<file path="config.mk">
export PLATFORM = sky130hd
export DESIGN_NAME = alu_74181_serial_ctrl
export DESIGN_NICKNAME = d
export VERILOG_FILES = /design/src/rtl/alu_74181_serial_ctrl.sv
export SDC_FILE = /design/constraint.sdc
export NUM_CORES = 1
export LEC_CHECK = 0
export CAP_MARGIN = 10
export CORE_ASPECT_RATIO = 1.4
export CORE_MARGIN = 2
export CORE_UTILIZATION = 31
export CTS_BUF_LIST = sky130_fd_sc_hd__clkbuf_4 sky130_fd_sc_hd__clkbuf_8 sky130_fd_sc_hd__clkbuf_16
export CTS_CLUSTER_DIAMETER = 150
export CTS_CLUSTER_SIZE = 8
export DETAILED_ROUTE_END_ITERATION = 8
export PLACE_DENSITY = 0.63
export RECOVER_POWER = 50
export SETUP_SLACK_MARGIN = 0.15
export SYNTH_ARGS = -nofsm -noshare
export SYNTH_HDL_FRONTEND = slang
export SYNTH_SLANG_ARGS = --single-unit
</file>
<file path="constraint.sdc">
create_clock -name clk -period 1.9 [get_ports clk]
set_input_delay 0.285 -clock clk [delete_from_list [all_inputs] [get_ports clk]]
set_output_delay 0.285 -clock clk [all_outputs]
set_load 0.02 [all_outputs]
</file>
<file path="src/rtl/alu_74181_serial_ctrl.sv">
// Nibble-serial sequencer around one 4-bit 74181 ALU: runs WIDTH-bit operations
// LSB nibble first, chaining carries, and returns the result over a valid/ready handshake.
module alu_74181_serial_ctrl #(
  parameter int WIDTH = 16
) (
  input  logic             clk,
  input  logic             rst_n,
  input  logic             in_valid,
  output logic             in_ready,
  input  logic [WIDTH-1:0] op_a,
  input  logic [WIDTH-1:0] op_b,
  input  logic [3:0]       op_s,
  input  logic             op_m,
  input  logic             op_cn,
  output logic [3:0]       alu_a,
  output logic [3:0]       alu_b,
  output logic [3:0]       alu_s,
  output logic             alu_m,
  output logic             alu_cn,
  input  logic [3:0]       alu_f,
  input  logic             alu_cn4,
  input  logic             alu_equal,
  output logic             out_valid,
  input  logic             out_ready,
  output logic [WIDTH-1:0] res_f,
  output logic             res_cn,
  output logic             res_equal,
  output logic             busy
);

  localparam int NIB = WIDTH / 4;
  localparam int IW  = (NIB > 1) ? $clog2(NIB) : 1;

  typedef enum logic [1:0] {
    IDLE = 2'd0,
    RUN  = 2'd1,
    DONE = 2'd2
  } state_t;

  state_t           state_r, state_nx_s;
  logic [WIDTH-1:0] a_r, b_r, shadow_r, shadow_nx_s, res_f_r;
  logic [3:0]       s_r;
  logic             m_r, carry_r, eq_acc_r;
  logic             res_cn_r, res_equal_r;
  logic [IW-1:0]    idx_r, nib_sel_s;
  logic             in_ready_r, out_valid_r, busy_r;
  logic             accept_s, last_s;

  // Next-state decode for the IDLE/RUN/DONE sequencer
  always_comb begin
    state_nx_s = state_r;
    accept_s   = 1'b0;
    last_s     = (idx_r == IW'(NIB - 1));
    case (state_r)
      IDLE: begin
        if (in_valid && in_ready_r) begin
          accept_s   = 1'b1;
          state_nx_s = RUN;
        end else begin
          state_nx_s = IDLE;
        end
      end
      RUN: begin
        if (last_s) begin
          state_nx_s = DONE;
        end else begin
          state_nx_s = RUN;
        end
      end
      DONE: begin
        if (out_ready) begin
          state_nx_s = IDLE;
        end else begin
          state_nx_s = DONE;
        end
      end
      default: state_nx_s = IDLE;
    endcase
  end

  // Shadow result with the current nibble merged in; only copied to res_f at completion
  always_comb begin
    shadow_nx_s = shadow_r;
    shadow_nx_s[{idx_r, 2'b00} +: 4] = alu_f;
  end

  // State register and registered handshake flags, derived from the next state
  always_ff @(posedge clk or negedge rst_n) begin
    if (!rst_n) begin
      state_r     <= IDLE;
      in_ready_r  <= 1'b1;
      out_valid_r <= 1'b0;
      busy_r      <= 1'b0;
    end else begin
      state_r     <= state_nx_s;
      in_ready_r  <= (state_nx_s == IDLE);
      out_valid_r <= (state_nx_s == DONE);
      busy_r      <= (state_nx_s != IDLE);
    end
  end

  // Operand capture, per-nibble accumulation and completion result registers
  always_ff @(posedge clk or negedge rst_n) begin
    if (!rst_n) begin
      a_r         <= {WIDTH{1'b0}};
      b_r         <= {WIDTH{1'b0}};
      s_r         <= 4'd0;
      m_r         <= 1'b0;
      carry_r     <= 1'b1;
      idx_r       <= {IW{1'b0}};
      eq_acc_r    <= 1'b0;
      shadow_r    <= {WIDTH{1'b0}};
      res_f_r     <= {WIDTH{1'b0}};
      res_cn_r    <= 1'b1;
      res_equal_r <= 1'b0;
    end else begin
      case (state_r)
        IDLE: begin
          if (accept_s) begin
            a_r      <= op_a;
            b_r      <= op_b;
            s_r      <= op_s;
            m_r      <= op_m;
            carry_r  <= op_cn;
            idx_r    <= {IW{1'b0}};
            eq_acc_r <= 1'b1;
          end
        end
        RUN: begin
          shadow_r <= shadow_nx_s;
          carry_r  <= alu_cn4;
          eq_acc_r <= eq_acc_r & alu_equal;
          if (last_s) begin
            idx_r       <= {IW{1'b0}};
            res_f_r     <= shadow_nx_s;
            res_cn_r    <= alu_cn4;
            res_equal_r <= eq_acc_r & alu_equal;
          end else begin
            idx_r <= idx_r + IW'(1'b1);
          end
        end
        DONE: begin
        end
        default: begin
        end
      endcase
    end
  end

  // Outside RUN the ALU sees nibble 0 of the latched operands
  assign nib_sel_s = (state_r == RUN) ? idx_r : {IW{1'b0}};

  assign alu_a     = a_r[{nib_sel_s, 2'b00} +: 4];
  assign alu_b     = b_r[{nib_sel_s, 2'b00} +: 4];
  assign alu_s     = s_r;
  assign alu_m     = m_r;
  assign alu_cn    = carry_r;

  assign in_ready  = in_ready_r;
  assign out_valid = out_valid_r;
  assign busy      = busy_r;
  assign res_f     = res_f_r;
  assign res_cn    = res_cn_r;
  assign res_equal = res_equal_r;

endmodule

</file>
==> results.py <==
metrics = {
    "outcome": {
        "outcome": "finished, final reports clean",
    },
    "worst_setup_path": {
        "path_cells": "nand3b_1 -> buf_4 -> o22ai_1 -> a221oi_2 -> buf_4",
        "critPathMaxStageDelay_ns": 0.44,
        "cp_max_fo": 4,
        "cp.required_ns": 1.62,
        "crit_top_cell": "buf_4",
        "start_kind": "register",
        "worstSetupStartpoint": "state_r[1]",
        "crit_path_end_kind": "output pin",
        "timing.rr.start": "idx_r[1]",
        "slowest_stage": "dfrtp_2",
        "path_class": "register to output pin",
        "arrival_ns": 1.57,
    },
    "timing": {
        "maxSlewViolCount": 0,
        "fin_tns_setup_ns": 0,
        "hold_viol": 0,
        "tightest_slew_ns": 1.05,
        "relSlewSlack": 0.297,
        "rsz0062_at_grt": "yes",
        "fmax_mhz": 540,
        "skew_ns": 0.00351,
        "period_share": 0.975,
        "setup_viol": 0,
        "fin_crit_ns": 1.85,
    },
    "die": {
        "start_util": 0.321,
        "core-area_sq_um": 11400,
        "rows": 46,
        "dieArea_sq_um": 12700,
        "dieHeight_um": 132,
        "die_w_um": 95.8,
        "pin_count": 83,
    },
    "yosys": {
        "syn_inst": 378,
        "synth_top_area_share": 0.527,
        "synth_edf_count": 0,
        "async_flop_share": 1.00,
        "ys_top_cells_by_area": "dfrtp_1 53%, nand2_1 12%, a32o_1 4.4%",
        "yosysMostFrequentCell": "nand2_1",
        "ys_types": 40,
        "ys_ff_latch": 80,
        "ys.flop_type": "dfrtp_1",
        "yosys_warnings": 0,
        "yosysTopAreaCell": "dfrtp_1",
        "ys_seq_area_frac": 0.549,
        "synth_common_cells": "120 x nand2_1, 77 x dfrtp_1, 27 x nor2_1",
        "syn-num-nets": 432,
        "syn_area_per_cell_sq_um": 9.67,
        "synth.cell_area_sq_um": 3650,
    },
    "clock_tree": {
        "h-tree-depth": 3,
        "clockBufferDepth": 2,
        "root_buffer": "clkbuf_16",
        "cts_tree": "yes",
        "numCtsBuffers": 9,
        "clock_latency_ns": 0.34,
        "clock_sinks": 80,
        "clkTransAtPathRegs_ns": 0.06,
    },
    "min_path": {
        "holdCritStartpoint": "op_b[14]",
        "hold_class": "primary input to register",
    },
    "final_layout": {
        "final_core_util": 0.476,
        "drive_above_1_share": 0.217,
        "area_growth_pct": 48.3,
        "fin_area_sq_um": 5420,
        "diodes": 0,
        "layout.nets": 537,
    },
    "placed_design": {
        "dp_hpwl_um": 6650,
        "port_buffers": 82,
        "dpl_cell_area_sq_um": 4840,
        "routabilityCongestion": 0.804,
    },
    "power_and_ir_drop": {
        "p_seq_frac": 0.298,
        "powerDensity_nw_per_um2": 1870,
        "p_leak_nw": 2.46,
        "p_int_mw": 6.34,
        "p_clk_frac": 0.193,
        "switching_share": 0.373,
        "pwr-share-comb": 0.509,
        "power_switching_mw": 3.77,
        "ir_drop_uv": 934,
    },
    "route": {
        "dr_wl_met3_um": 334,
        "drtAntennaViolNets": 0,
        "wl_per_cell_um": 15.0,
        "firstDrtPassIters": 4,
        "top_layer_used": "met4",
        "drc_errors": 0,
        "wirelength_met1_um": 3950,
        "drt_iter0_markers": 124,
        "num_vias": 3144,
        "met2WireLength_um": 5010,
        "routed_wl_um": 9510,
        "routed_via_density": 4.97,
    },
    "job": {
        "maxCapViolCount": 0,
    },
    "global_routing": {
        "grt_pass1_vias": 3190,
        "antenna_found_initial": 0,
        "grt_start_max_net_pins": 41,
        "grt_first_pass_wirelength_um": 15600,
        "track_usage": 0.158,
        "globalRoute.totalOverflow": 0,
    },
}
-- state kept, by name, summed over array words and instances (netlist names), 2 cells and up --
| name | cells |
|---|---|
| a_r | 16 |
| b_r | 16 |
| res_f | 16 |
| shadow_r | 16 |
| alu_s | 4 |
| idx_r | 2 |
| state_r | 2 |
-- routing by layer --
metal	GRT usage	vias to the layer above
met3	0.0262	16
met1	0.189	1540
met4	0.0762	0
met2	0.269	73
met5	0	-
li1	-	1515
-- final cells by class --
type                    count  area [sq um]
repair buffers            122          1210
fillers                  1060          5980
well taps                 144           180
clock inverters             2          60.1
clock buffers              14           282
inverters                   6          35.0
flip-flops and latches     80          2010
multi-input cells         264          1640
-- what timing repair did --
action,CTS,global route
endpoints found under the hold margin,35,0
setup endpoints to repair,28,29
pin swaps,2,6
gates cloned,1,0
gates resized for setup,61,19
setup buffers,7,5
hold buffers,1,0
-- worst paths after layout --
kind	end	slack (ns)	depth (start not counted)
max	alu_b[0]	0.05	5
min	b_r[14]	0.47	3
max reg2reg	shadow_r[14]	0.22	7
min reg2reg	a_r[15]	0.48	2
max in group asynchronous	shadow_r[3]	0.26	3
min in group asynchronous	res_f[4]	0.68	2
-- layout by cell type, fill, tap and decap left out, types with 2 or more instances in the layout --
cell / netlist / layout
clkbuf_8: 0 / 3
nand2b_1: 5 / 4
dfrtp_1: 77 / 73
nand4_1: 5 / 5
nor2_2: 0 / 3
buf_6: 1 / 8
a41oi_1: 4 / 2
buf_4: 3 / 32
nand3_1: 6 / 3
a221oi_2: 0 / 6
nor2_1: 27 / 23
mux2i_1: 7 / 7
dlygate4sd2_1: 0 / 3
clkbuf_16: 0 / 9
o22ai_1: 7 / 7
nor2b_1: 8 / 7
inv_1: 5 / 3
nand2_1: 120 / 120
a32o_1: 16 / 16
nand3_2: 0 / 3
clkbuf_2: 0 / 2
dfstp_2: 3 / 3
a32oi_1: 4 / 4
ha_1: 6 / 3
bufinv_16: 0 / 2
a31oi_1: 5 / 5
clkbuf_4: 0 / 2
a41oi_2: 0 / 2
clkdlybuf4s50_1: 0 / 70
ha_4: 0 / 2
buf_12: 0 / 5
o21ai_0: 4 / 3
a21oi_1: 16 / 15
dfrtp_2: 0 / 4
and3_4: 2 / 2
-- critical path, delay by kind of cell, from the launching register on --
kind                   cells  cell delay [ns]
and+or+nand+nor            1             0.20
DFF                        1             0.44
buffers and inverters      2             0.34
AOI/OAI and AO/OA          2             0.25
-- per-stage QoR --
step | power, mW | cells | worst slack, ns | hold slack (ns)
floorplan | 5.69 | 378 | 0.122 | -0.0106
global placement | 7.56 | 602 | -0.149 | 0.309
detailed placement | 7.67 | 602 | -0.216 | 0.313
CTS | 10.0 | 627 | 0.0285 | 0.464
global route | 10.8 | 632 | -0.0479 | 0.484
finish | 10.1 | 632 | 0.0470 | 0.472
-- cell families after synthesis --
group,count (synthesis),synth area share
buffers and inverters,34,0.0466
flip-flops,80,0.549
AND/OR/NAND/NOR,183,0.224
AO/OA/AOI/OAI,66,0.135
adder cells (fa/ha/maj),6,0.0205
multiplexers,9,0.0253
-- power groups by stage --
stage / Clock, mW / Combinational, mW / Sequential, mW
after floorplan: 0 / 2.43 / 3.26
after detailed placement: 0 / 4.65 / 3.02
after global placement: 0 / 4.57 / 2.99
final: 1.95 / 5.15 / 3.01
after global routing: 2.06 / 5.62 / 3.10
after CTS: 1.99 / 4.99 / 3.01
(Power assumes the default switching activity.)
